==> src/rtl/keypad_scan_ev.sv <==
`timescale 1ns/1ps
// keypad_scan_ev: matrix keypad scanner with per-key debounce, typematic
// auto-repeat and a valid/ready event output (press / repeat / release).
module keypad_scan_ev #(
   parameter int unsigned ROWS          = 4,
   parameter int unsigned COLS          = 4,
   parameter int unsigned SCAN_DIV      = 16,
   parameter int unsigned DEBOUNCE      = 4000,
   parameter int unsigned REPEAT_DELAY  = 0,
   parameter int unsigned REPEAT_PERIOD = 0,
   localparam int unsigned KW           = $clog2(ROWS * COLS)
) (
   input  logic            CLK,
   input  logic            RST_N,
   input  logic [COLS-1:0] C,
   output logic [ROWS-1:0] R,
   output logic            ev_valid,
   input  logic            ev_ready,
   output logic [KW-1:0]   ev_code,
   output logic [1:0]      ev_kind,
   output logic            key_held,
   output logic            ev_drop
);

   localparam int unsigned RW   = $clog2(ROWS);
   localparam int unsigned CW   = $clog2(COLS);
   localparam int unsigned DW   = $clog2(SCAN_DIV);
   localparam int unsigned BW   = $clog2(DEBOUNCE);
   localparam int unsigned RMAX = (REPEAT_DELAY > REPEAT_PERIOD) ? REPEAT_DELAY : REPEAT_PERIOD;
   localparam int unsigned PW   = (RMAX < 2) ? 1 : $clog2(RMAX);

   localparam logic [1:0] SCAN     = 2'd0;
   localparam logic [1:0] PRESS_DB = 2'd1;
   localparam logic [1:0] HELD     = 2'd2;
   localparam logic [1:0] REL_DB   = 2'd3;

   localparam logic [1:0] EV_PRESS   = 2'd0;
   localparam logic [1:0] EV_REPEAT  = 2'd1;
   localparam logic [1:0] EV_RELEASE = 2'd2;

   localparam logic [RW-1:0] ROW_LAST   = RW'(ROWS - 1);
   localparam logic [DW-1:0] DWELL_LAST = DW'(SCAN_DIV - 1);
   localparam logic [BW-1:0] DB_LAST    = BW'(DEBOUNCE - 1);
   localparam logic [PW-1:0] REP_FIRST  = (REPEAT_DELAY == 0)  ? '0 : PW'(REPEAT_DELAY - 1);
   localparam logic [PW-1:0] REP_NEXT   = (REPEAT_PERIOD == 0) ? '0 : PW'(REPEAT_PERIOD - 1);

   logic [COLS-1:0] c_m, c_s;
   logic [1:0]      state, state_n;
   logic [RW-1:0]   row, row_n, row_inc;
   logic [CW-1:0]   col, col_n, col_first;
   logic            any_low;
   logic [DW-1:0]   dwell, dwell_n;
   logic [BW-1:0]   db, db_n;
   logic [PW-1:0]   rep, rep_n;
   logic            rep_first, rep_first_n;
   logic            run;
   logic            ev_new;
   logic [1:0]      new_kind;
   logic [KW-1:0]   new_code;
   logic            col_up;

   assign row_inc  = (row == ROW_LAST) ? '0 : row + 1'b1;
   assign col_up   = c_s[col];
   assign new_code = KW'(32'(row) * COLS + 32'(col));
   assign key_held = (state == HELD) || (state == REL_DB);

   // Two-flop synchroniser for the asynchronous column returns (idle high).
   always_ff @(posedge CLK or negedge RST_N) begin
      if (!RST_N) begin
         c_m <= '1;
         c_s <= '1;
      end else begin
         c_m <= C;
         c_s <= c_m;
      end
   end

   // Lowest-index active column of the synchronised returns.
   always_comb begin
      col_first = '0;
      any_low   = 1'b0;
      for (int unsigned i = 0; i < COLS; i++) begin
         if (!c_s[i] && !any_low) begin
            col_first = CW'(i);
            any_low   = 1'b1;
         end
      end
   end

   // Row strobe: released during reset, then the current row is driven low.
   always_comb begin
      R = run ? ~(ROWS'(1) << row) : '1;
   end

   // Scan / debounce / repeat state machine: next-state and event requests.
   always_comb begin
      state_n     = state;
      row_n       = row;
      col_n       = col;
      dwell_n     = dwell;
      db_n        = db;
      rep_n       = rep;
      rep_first_n = rep_first;
      ev_new      = 1'b0;
      new_kind    = EV_PRESS;
      case (state)
         SCAN: begin
            if (run) begin
               if (dwell == DWELL_LAST) begin
                  dwell_n = '0;
                  if (any_low) begin
                     state_n = PRESS_DB;
                     col_n   = col_first;
                     db_n    = '0;
                  end else begin
                     row_n = row_inc;
                  end
               end else begin
                  dwell_n = dwell + 1'b1;
               end
            end
         end
         PRESS_DB: begin
            if (col_up) begin
               state_n = SCAN;
               row_n   = row_inc;
               dwell_n = '0;
            end else if (db == DB_LAST) begin
               ev_new      = 1'b1;
               new_kind    = EV_PRESS;
               state_n     = HELD;
               rep_n       = '0;
               rep_first_n = 1'b0;
            end else begin
               db_n = db + 1'b1;
            end
         end
         HELD: begin
            if (col_up) begin
               state_n = REL_DB;
               db_n    = '0;
            end
            // The repeat counter also advances on the cycle that starts a
            // release check, so only cycles spent in REL_DB delay a repeat.
            if (REPEAT_DELAY != 0) begin
               if (rep == (rep_first ? REP_NEXT : REP_FIRST)) begin
                  ev_new      = 1'b1;
                  new_kind    = EV_REPEAT;
                  rep_n       = '0;
                  rep_first_n = 1'b1;
               end else begin
                  rep_n = rep + 1'b1;
               end
            end
         end
         REL_DB: begin
            if (!col_up) begin
               state_n = HELD;
            end else if (db == DB_LAST) begin
               ev_new   = 1'b1;
               new_kind = EV_RELEASE;
               state_n  = SCAN;
               row_n    = row_inc;
               dwell_n  = '0;
            end else begin
               db_n = db + 1'b1;
            end
         end
         default: state_n = SCAN;
      endcase
   end

   // State machine registers.
   always_ff @(posedge CLK or negedge RST_N) begin
      if (!RST_N) begin
         state     <= SCAN;
         row       <= '0;
         col       <= '0;
         dwell     <= '0;
         db        <= '0;
         rep       <= '0;
         rep_first <= 1'b0;
         run       <= 1'b0;
      end else begin
         state     <= state_n;
         row       <= row_n;
         col       <= col_n;
         dwell     <= dwell_n;
         db        <= db_n;
         rep       <= rep_n;
         rep_first <= rep_first_n;
         run       <= 1'b1;
      end
   end

   // Output event register: load when free or being accepted, else drop.
   always_ff @(posedge CLK or negedge RST_N) begin
      if (!RST_N) begin
         ev_valid <= 1'b0;
         ev_code  <= '0;
         ev_kind  <= '0;
         ev_drop  <= 1'b0;
      end else begin
         ev_drop <= 1'b0;
         if (ev_new) begin
            if (ev_valid && !ev_ready) begin
               ev_drop <= 1'b1;
            end else begin
               ev_valid <= 1'b1;
               ev_code  <= new_code;
               ev_kind  <= new_kind;
            end
         end else if (ev_ready) begin
            ev_valid <= 1'b0;
         end
      end
   end

endmodule

==> config.mk <==
export PLATFORM = sky130hd
export DESIGN_NAME = keypad_scan_ev
export DESIGN_NICKNAME = d
export VERILOG_FILES = /design/src/rtl/keypad_scan_ev.sv
export SDC_FILE = /design/constraint.sdc
export NUM_CORES = 1
export LEC_CHECK = 0
export CAP_MARGIN = 0
export CORE_MARGIN = 5
export CORE_UTILIZATION = 60
export CTS_BUF_LIST = sky130_fd_sc_hd__clkbuf_8
export DETAILED_ROUTE_END_ITERATION = 10
export PLACE_DENSITY = 0.93
export SKIP_LAST_GASP = 1
export SYNTH_ARGS = -nofsm -noshare
export SYNTH_HDL_FRONTEND = slang
export SYNTH_SLANG_ARGS = --single-unit
==> constraint.sdc <==
create_clock -name CLK -period 4.05 [get_ports CLK]
set_clock_uncertainty 0.1 [all_clocks]
set_input_delay 0.81 -clock CLK [delete_from_list [all_inputs] [get_ports CLK]]
set_output_delay 0.81 -clock CLK [all_outputs]
set_load 0.01 [all_outputs]
==> reports/metrics.yaml <==
hold_class: "reg2reg"
synthTopCellsByCount: "dfrtp_1 (30), nand2_1 (19), nand3_1 (10), nor2_1 (9)"
place_congestion: 0.845
cts_setup_buffers: 0
area_delta_synth_final_pct: 17.6
drtIter0Drc: 87
cp-startpoint: "row[0]"
io_pins: 20
synth_ff_type: "dfrtp_1"
synth.top_cells.by_area: "dfrtp_1 (38%), dfstp_2 (11%), mux2_4 (4.6%)"
ys_seq_area_share_pct: 49.2
ys_ff_latch: 38
place.port_buffers: 18
setup_viol: 0
final_cells: 240
clkTransAtPathRegs_ns: 0.07
cp-start-kind: "register"
seqPwrFrac_pct: 41.7
fp.dieW_um: 67.0
viasPerCell: 6.23
worst_pin_slew_ns: 0.572
cts_buffer_depth: 2
fin_util_pct: 74.6
fin_area_mm2: 0.00229
rows: 20
grt_max_degree: 39
ant_nets: 0
hold_start: "c_m[1]"
final-max-slew-violation-count: 0
switchingPower_uw: 388
syn_inst: 177
slew_headroom_pct: 61.9
cts_tree: "yes"
p_comb_share_pct: 26.4
worst_setup_path_end_kind: "output port"
drt_drc_violations_left: 0
yosysWarnings: 0
clock_power_share_pct: 31.9
clk_latency_ns: 0.30
rsz0062_at_grt: "no"
track_usage_pct: 20.7
drive_gt1_share_pct: 18.4
synth_edf_count: 0
grt_pass1_vias: 1422
ctsHoldBuffers: 0
intPower_uw: 856
r2r_start: "state[0]"
ys_types: 48
p_leak_nw: 1.05
maxCapViolations: 0
finalSetupTns_ns: 0
syn-cell-area_mm2: 0.00195
fin_crit_ns: 2.54
die-area_mm2: 0.00449
nets: 208
routedWlPerCell_um: 16.7
cts_made_buffers: 5
power_density_mw_per_mm2: 542
die_y_um: 67.0
async_reset_ff_share_pct: 100
critPathRequiredTime_ns: 3.14
place_area_mm2: 0.00215
cts_root_buf: "clkbuf_8"
p_sw_share_pct: 31.2
dp_hpwl_um: 2770
yosys.area.top_type: "dfrtp_1"
crit_arrival_ns: 1.63
cts_resized: 0
synth_top_cell_area_share_pct: 38.5
max_freq_mhz: 394
dp_cells: 232
core_mm2: 0.00308
hold_viol_final: 0
critPathMaxFanout: 6
status: "completed"
drtPass1Iterations: 4
yosysMostFrequentCell: "dfrtp_1"
vias: 1496
fin_crit_sh_pct: 62.7
drt-total-wl_um: 4020
diodes: 0
syn-num-nets: 190
ir_worst_vdd_v: 0.000311
cts_sinks: 38
worstSetupPathType: "reg2out"
start_util_pct: 63.4
avgSynthCellArea_um2: 11.0
htreeDepth: 2
grt-ovfl-total: 0
grt_pass1_wl_um: 6750
antenna_found_initial: 0
-- worst paths after layout --
path	slack, ns	endpoint	cells past startpoint
max in group asynchronous	2.66	c_s[1]	2
min in group asynchronous	0.83	db[2]	2
setup / recovery	1.51	R[0]	4
hold / removal	0.26	c_s[1]	0
setup reg to reg	1.70	ev_code[3]	5
hold reg to reg	0.26	c_s[1]	0
-- critical path, stage by stage, from the launching register on --
cell and delay [ns]:
dfrtp_1 0.44, inv_1 0.09, ha_1 0.21, nand2_1 0.07, clkdlybuf4s50_1 0.53
-- logic make-up (layout without fill, tap and decap cells) --
logic type / after synthesis / count (layout) / share of synthesized area [%]
simple gates: 64 / 64 / 17.7
other cells: 2 / 2 / 0.385
fa+ha+maj: 6 / 6 / 3.85
xor+xnor: 1 / 1 / 0.834
mux: 10 / 10 / 7.31
flops: 38 / 38 / 49.2
compound gates: 41 / 41 / 17.0
buf+inv: 15 / 34 / 3.72
-- registers in the layout, summed over array words and instances (netlist names), 2 cells and up, named ones only --
signal,cells
c_m,4
c_s,4
col,2
db,12
dwell,4
ev_code,4
row,2
-- final cells by class --
| class | instances | area, um^2 |
|---|---|---|
| clock inverter | 2 | 60.1 |
| sequential | 38 | 961 |
| inverter | 6 | 22.5 |
| multi-input combinational | 124 | 918 |
| tap | 44 | 55.1 |
| clock buffer | 6 | 82.6 |
| timing repair buffer | 20 | 195 |
| fill | 218 | 783 |
-- placed cells by master (no fill, tap or decap), types with 2 or more instances in the layout --
cell type / count
inv_1: 5
and3_1: 5
a21oi_1: 2
conb_1: 2
o21ai_0: 8
nand2b_1: 3
nand4_1: 3
clkbuf_8: 6
a31oi_1: 2
nor4_1: 3
nand2_1: 19
clkdlybuf4s50_1: 18
o211a_1: 2
dfstp_2: 8
nor3b_1: 2
mux2_4: 6
nor2_1: 9
mux2i_1: 3
bufinv_16: 2
a32o_1: 2
a22o_1: 2
buf_4: 2
o21ai_1: 4
a211o_1: 3
o31ai_1: 7
nor3_1: 2
dfrtp_1: 30
ha_1: 6
a221o_1: 2
nand3_1: 10
-- metal layers --
layer	part of all wire (%)	routed length (um)	track usage, %
met1	41	1670	26.5
met3	7.9	318	5.56
met2	49	1970	32.8
met5	0	0	0
met4	1.6	65	8.61
-- through the flow --
step | power, mW | setup WS (ns) | hold slack, ns
floorplan | 0.749 | 2.02 | 0.245
global placement | 0.814 | 1.76 | 0.245
detailed placement | 0.841 | 1.66 | 0.247
CTS | 1.25 | 1.50 | 0.258
global route | 1.31 | 1.43 | 0.260
finish | 1.24 | 1.51 | 0.257
-- power by group through the flow --
stage | Sequential (mW) | Clock (mW) | Combinational [mW]
after floorplan | 0.488 | 0 | 0.261
after global placement | 0.514 | 0 | 0.300
after detailed placement | 0.520 | 0 | 0.321
after CTS | 0.516 | 0.400 | 0.330
after global routing | 0.528 | 0.421 | 0.362
final | 0.518 | 0.397 | 0.329
Power figures use the tool's default switching activity.
